### config.mk
export PLATFORM = sky130hd
export DESIGN_NAME = rot_addsub_param
export DESIGN_NICKNAME = d
export VERILOG_FILES = /design/src/rtl/rot_addsub_param.sv
export SDC_FILE = /design/constraint.sdc
export NUM_CORES = 1
export LEC_CHECK = 0
export BUFFER_PORTS_ARGS = -buffer_cell sky130_fd_sc_hd__buf_4
export CELL_PAD_IN_SITES_DETAIL_PLACEMENT = 1
export CELL_PAD_IN_SITES_GLOBAL_PLACEMENT = 2
export CORE_MARGIN = 4
export CORE_UTILIZATION = 35
export DETAILED_ROUTE_END_ITERATION = 7
export PLACE_DENSITY_LB_ADDON = 0.1
export SYNTH_ARGS = -nofsm -noshare
export SYNTH_HDL_FRONTEND = slang
export SYNTH_SLANG_ARGS = --single-unit
### constraint.sdc
create_clock -name clk -period 3.5 [get_ports clk]
set_input_delay 0.875 -clock clk [delete_from_list [all_inputs] [get_ports clk]]
set_output_delay 0.875 -clock clk [all_outputs]
set_load 0.02 [all_outputs]
### src/rtl/rot_addsub_param.sv
// Rotary-encoder driven adder/subtractor: nibbles of A and B are entered one per detent, then the op.
// Optional signed-overflow flag is built only when ROT_ADDSUB_OVERFLOW_EN is defined.
module rot_addsub_param #(
  parameter int WIDTH = 8,
  parameter int NIB   = (WIDTH + 3) / 4
) (
  input  logic             clk,
  input  logic             reset,
  input  logic             ROT_A,
  input  logic             ROT_B,
  input  logic [3:0]       Y,
  output logic [WIDTH-1:0] sum,
  output logic             carry,
  output logic             overflow,
  output logic             valid,
  output logic [1:0]       state
);

  localparam int            KW     = (NIB > 1) ? $clog2(NIB) : 1;
  localparam logic [KW-1:0] K_LAST = KW'(NIB - 1);

  typedef enum logic [1:0] {
    ST_LOAD_A = 2'd0,
    ST_LOAD_B = 2'd1,
    ST_OP     = 2'd2,
    ST_RESULT = 2'd3
  } state_t;

  // Bit 0 carries phase A, bit 1 carries phase B.
  logic [1:0]       rot_meta_q;
  logic [1:0]       rot_sync_q;
  logic             rq_q, rq_d;
  logic             rq_prev_q;
  logic             rot_event;

  state_t           state_q, state_d;
  logic [KW-1:0]    k_q, k_d;
  logic [WIDTH-1:0] a_q, a_d;
  logic [WIDTH-1:0] b_q, b_d;
  logic             op_q, op_d;
  logic             load_a, load_b, clr_ops, res_upd;

  logic [WIDTH-1:0] sum_q, sum_d;
  logic             carry_q, carry_d;
  logic             valid_q, valid_d;
  logic [WIDTH-1:0] b_eff;
  logic [WIDTH:0]   res_full;

  // rq only changes when both phases agree, so chatter on a single phase cannot retrigger it.
  always_comb begin
    rq_d = rq_q;
    if (rot_sync_q == 2'b11) begin
      rq_d = 1'b1;
    end else if (rot_sync_q == 2'b00) begin
      rq_d = 1'b0;
    end
  end

  assign rot_event = rq_q & ~rq_prev_q;

  always_comb begin
    state_d = state_q;
    k_d     = k_q;
    op_d    = op_q;
    valid_d = valid_q;
    load_a  = 1'b0;
    load_b  = 1'b0;
    clr_ops = 1'b0;
    res_upd = 1'b0;
    if (rot_event) begin
      unique case (state_q)
        ST_LOAD_A: begin
          load_a = 1'b1;
          if (k_q == K_LAST) begin
            k_d     = '0;
            state_d = ST_LOAD_B;
          end else begin
            k_d = k_q + 1'b1;
          end
        end
        ST_LOAD_B: begin
          load_b = 1'b1;
          if (k_q == K_LAST) begin
            k_d     = '0;
            state_d = ST_OP;
          end else begin
            k_d = k_q + 1'b1;
          end
        end
        ST_OP: begin
          op_d    = Y[0];
          res_upd = 1'b1;
          valid_d = 1'b1;
          state_d = ST_RESULT;
        end
        ST_RESULT: begin
          valid_d = 1'b0;
          clr_ops = 1'b1;
          k_d     = '0;
          state_d = ST_LOAD_A;
        end
        default: state_d = ST_LOAD_A;
      endcase
    end
  end

  // Entry index k selects nibble NIB-1-k; the top nibble is clipped to WIDTH.
  for (genvar gi = 0; gi < NIB; gi++) begin : g_nib
    localparam int            LO    = gi * 4;
    localparam int            HI    = (gi * 4 + 3 > WIDTH - 1) ? WIDTH - 1 : gi * 4 + 3;
    localparam logic [KW-1:0] K_SEL = KW'(NIB - 1 - gi);

    logic wr_a, wr_b;

    assign wr_a        = load_a && (k_q == K_SEL);
    assign wr_b        = load_b && (k_q == K_SEL);
    assign a_d[HI:LO]  = clr_ops ? '0 : (wr_a ? Y[HI-LO:0] : a_q[HI:LO]);
    assign b_d[HI:LO]  = clr_ops ? '0 : (wr_b ? Y[HI-LO:0] : b_q[HI:LO]);
  end

  // Subtraction is A + ~B + 1, so carry=1 means no borrow.
  assign b_eff    = op_d ? ~b_q : b_q;
  assign res_full = {1'b0, a_q} + {1'b0, b_eff} + {{WIDTH{1'b0}}, op_d};

  assign sum_d   = res_upd ? res_full[WIDTH-1:0] : sum_q;
  assign carry_d = res_upd ? res_full[WIDTH]     : carry_q;

  always_ff @(posedge clk) begin
    if (reset) begin
      rot_meta_q <= 2'b00;
      rot_sync_q <= 2'b00;
      rq_q       <= 1'b0;
      rq_prev_q  <= 1'b0;
      state_q    <= ST_LOAD_A;
      k_q        <= '0;
      a_q        <= '0;
      b_q        <= '0;
      op_q       <= 1'b0;
      sum_q      <= '0;
      carry_q    <= 1'b0;
      valid_q    <= 1'b0;
    end else begin
      rot_meta_q <= {ROT_B, ROT_A};
      rot_sync_q <= rot_meta_q;
      rq_q       <= rq_d;
      rq_prev_q  <= rq_q;
      state_q    <= state_d;
      k_q        <= k_d;
      a_q        <= a_d;
      b_q        <= b_d;
      op_q       <= op_d;
      sum_q      <= sum_d;
      carry_q    <= carry_d;
      valid_q    <= valid_d;
    end
  end

`ifdef ROT_ADDSUB_OVERFLOW_EN
  logic ovf_q, ovf_d;

  // Overflow: both addends share a sign and the result sign differs from it.
  assign ovf_d = res_upd ? ((a_q[WIDTH-1] == b_eff[WIDTH-1]) && (res_full[WIDTH-1] != a_q[WIDTH-1]))
                         : ovf_q;

  always_ff @(posedge clk) begin
    if (reset) begin
      ovf_q <= 1'b0;
    end else begin
      ovf_q <= ovf_d;
    end
  end

  assign overflow = ovf_q;
`else
  assign overflow = 1'b0;
`endif

  assign sum   = sum_q;
  assign carry = carry_q;
  assign valid = valid_q;
  assign state = state_q;

endmodule
==> flow_metrics.env <==
export IMPL_dieArea_um2=6420
export IMPL_status="finished, final reports clean"
export IMPL_post_place_ws_ns=0.378
export IMPL_fmax_mhz=321
export IMPL_intPower_mw=0.581
export IMPL_cap_violations=0
export IMPL_p_switching_mw=0.162
export IMPL_p_clk_share_pct=41.2
export IMPL_place_hpwl_um=3520
export IMPL_synthArstFlopShare_pct=0
export IMPL_worstRegToRegCells=13
export IMPL_vias_per_cell=5.11
export IMPL_synth_seq_cells=36
export IMPL_p_seq_share_pct=55.6
export IMPL_gp_congestion=0.765
export IMPL_overflow=0
export IMPL_p_per_area_nw_per_um2=351
export IMPL_hold_end="rot_sync_q[1]$_SDFF_PP0_"
export IMPL_finalClockSkew_ns=0.00251
export IMPL_r2r_slack_ns=0.38
export IMPL_layout_drive_gt1_share_pct=12.9
export IMPL_fp_coreArea_um2=4880
export IMPL_cp_required_ns=3.69
export IMPL_clk_pin_slew_ns=0.07
export IMPL_avgSynthCellArea_um2=9.01
export IMPL_yosys_cell_count_top_type="dfxtp_1"
export IMPL_leakage_nw=0.893
export IMPL_crit_chain="inv_1, ha_1, and3b_1, nor2_1, a21oi_4, xnor2_1, inv_1, fa_1, nor2b_4, o31a_1, o21a_1, o21ai_0, a221oi_1"
export IMPL_clock_latency_ns=0.29
export IMPL_syn_area_um2=1820
export IMPL_die_w_um=80.1
export IMPL_tns_ns=0
export IMPL_fin_ws_ns=0.383
export IMPL_ant_nets=0
export IMPL_rr_endpoint="carry$_SDFFE_PP0P_"
export IMPL_cp_slowest_stage_delay_ns=0.46
export IMPL_ys_seq_area_share_pct=39.6
export IMPL_crit_fanout=8
export IMPL_rsz0062_at_grt="no"
export IMPL_numPortBuffers=19
export IMPL_cts_repair_resized=0
export IMPL_critPathBufInv=2
export IMPL_switching_share_pct=21.8
export IMPL_start_util_pct=37.3
export IMPL_wl_per_cell_um=15.6
export IMPL_insertedDiodeCount=0
export IMPL_relSlewSlack_pct=61.2
export IMPL_vias=1486
export IMPL_worstSetupEndpointType="flop"
export IMPL_drt_iter0_markers=93
export IMPL_cts_root_buf="clkbuf_8"
export IMPL_crit_arrival_ns=3.31
export IMPL_first_global_vias=1537
export IMPL_fp_dieH_um=80.1
export IMPL_cts_path_max_buffers=2
export IMPL_cpMostUsedCell="inv_1"
export IMPL_r2r_start="state[0]$_SDFFE_PP0P_"
export IMPL_rows=25
export IMPL_pin_count=21
export IMPL_tritoncts="built"
export IMPL_timing_critical_path_max_delay_family="compound AO/OA/AOI/OAI gates"
export IMPL_finalWirelength_um=4540
export IMPL_synth_ff_type="dfxtp_1"
export IMPL_period_minus_slack_ns=3.12
export IMPL_post_cts_buffers=0
export IMPL_final_setup_viol_count=0
export IMPL_finalHoldViolCount=0
export IMPL_synthTopCellsByCount="36 x dfxtp_1, 33 x nor2_1, 19 x mux2i_1"
export IMPL_cts_htree_levels=2
export IMPL_min_path_type="reg2reg"
export IMPL_start_kind="flop"
export IMPL_grt_pass1_wl_um=7730
export IMPL_synth_edff_count=0
export IMPL_ys_warn_count=0
export IMPL_path_class="reg2reg"
export IMPL_area_growth_pct=16.2
export IMPL_ir_drop_uv=209
export IMPL_final_nets=246
export IMPL_syn_num_nets=225
export IMPL_hp_start="rot_meta_q[1]$_SDFF_PP0_"
export IMPL_yosysTopAreaCell="dfxtp_1"
export IMPL_drt_first_pass_iters=4
export IMPL_holdBufCountCts=0
export IMPL_min_path_cells=1
export IMPL_slew_viol_final=0
export IMPL_p_comb_share_pct=3.2
export IMPL_yosysUniqueCellTypes=38
export IMPL_drc_errors=0
export IMPL_critical_path_slowest_cell="fa_1"
export IMPL_antenna_found_initial=0
export IMPL_grt_max_degree=22
export IMPL_synth_area_leaders="dfxtp_1 40%, mux2i_1 10%, ha_1 9.6%"
export IMPL_cts_made_buffers=5
export IMPL_syn_inst=202
export IMPL_cts_sinks=36
export IMPL_synth_top_area_share_pct=39.6
export IMPL_grt_usage_pct=15.8
export IMPL_post_route_period_util_pct=89.1
export IMPL_worst_slew_pin_transition_ns=0.580
==> worst max path at each step <==
stage,endpoint,slack (ns),cells past startpoint,start
final,carry$_SDFFE_PP0P_,0.38,13,state[0]$_SDFFE_PP0P_
after global routing,carry$_SDFFE_PP0P_,0.06,13,state[0]$_SDFFE_PP0P_
after CTS,carry$_SDFFE_PP0P_,0.35,13,state[0]$_SDFFE_PP0P_
after detailed placement,carry$_SDFFE_PP0P_,0.38,13,state[0]$_SDFFE_PP0P_
after global placement,sum[6]$_SDFFE_PP0P_,0.48,12,state[0]$_SDFFE_PP0P_
after floorplan,sum[6]$_SDFFE_PP0P_,0.42,12,state[0]$_SDFFE_PP0P_
==> power by group through the flow <==
stage                     Combinational [mW]  Sequential [mW]  Clock [mW]
after floorplan                       0.0124            0.422           0
after global placement                0.0233            0.422           0
after detailed placement              0.0239            0.422           0
after CTS                             0.0239            0.413       0.314
after global routing                  0.0258            0.413       0.340
final                                 0.0240            0.413       0.306
==> area by class of cell <==
class / count / area [µm²]
tap: 67 / 83.8
inverter: 7 / 26.3
sequential: 36 / 721
multi-input combinational: 153 / 1040
clock buffer: 8 / 90.1
timing repair buffer: 20 / 150
fill: 591 / 2760
==> sequential cells by signal, indices dropped and copies added, names as in the netlist <==
| name | count |
|---|---|
| a_q | 8 |
| b_q | 8 |
| carry | 1 |
| k_q | 1 |
| op_q | 1 |
| rot_meta_q | 2 |
| rot_sync_q | 2 |
| rq_prev_q | 1 |
| rq_q | 1 |
| state | 2 |
| sum | 8 |
| valid | 1 |
==> placed cells by master (no fill, tap or decap), drive strengths merged, types with 2 or more instances in the layout <==
master / instances
nor2: 33
dfxtp: 36
and2b: 2
inv: 7
and3: 2
a32oi: 2
nor2b: 7
nand3: 4
mux2i: 19
xnor2: 7
a211oi: 3
nand2: 15
o21ai: 8
a21oi: 9
nand2b: 2
buf: 20
nand4: 3
o21a: 2
clkbuf: 8
ha: 14
nor3: 7
or4: 2
==> routing by layer <==
layer | up-vias | share of wire (%) | global-route usage (%)
met5 | - | 0 | 0
met2 | 24 | 48 | 25.8
li1 | 739 | - | -
met4 | 0 | 1.4 | 5.07
met1 | 715 | 46 | 19.5
met3 | 8 | 4.5 | 5.38
==> stage by stage <==
| step | total power, mW | util, % | cell area, µm² | instances | hold slack (ns) |
|---|---|---|---|---|---|
| global placement | 0.445 | 41.5 | 2030 | 283 | 0.420 |
| CTS | 0.751 | 43.4 | 2120 | 291 | 0.454 |
| detailed placement | 0.446 | 41.5 | 2030 | 283 | 0.438 |
| global route | 0.779 | 43.4 | 2120 | 291 | 0.463 |
| finish | 0.742 | 43.4 | 2120 | 291 | 0.444 |
| floorplan | 0.434 | - | 1820 | 202 | 0.414 |
==> cells by family after synthesis <==
group	share of synthesized area [%]
other cells	0.206
mux	10.4
compound gates	11.1
xor+xnor	3.37
flops	39.6
fa+ha+maj	10.7
simple gates	21.5
buf+inv	3.02
No activity file was read; power rests on OpenSTA's default activity.
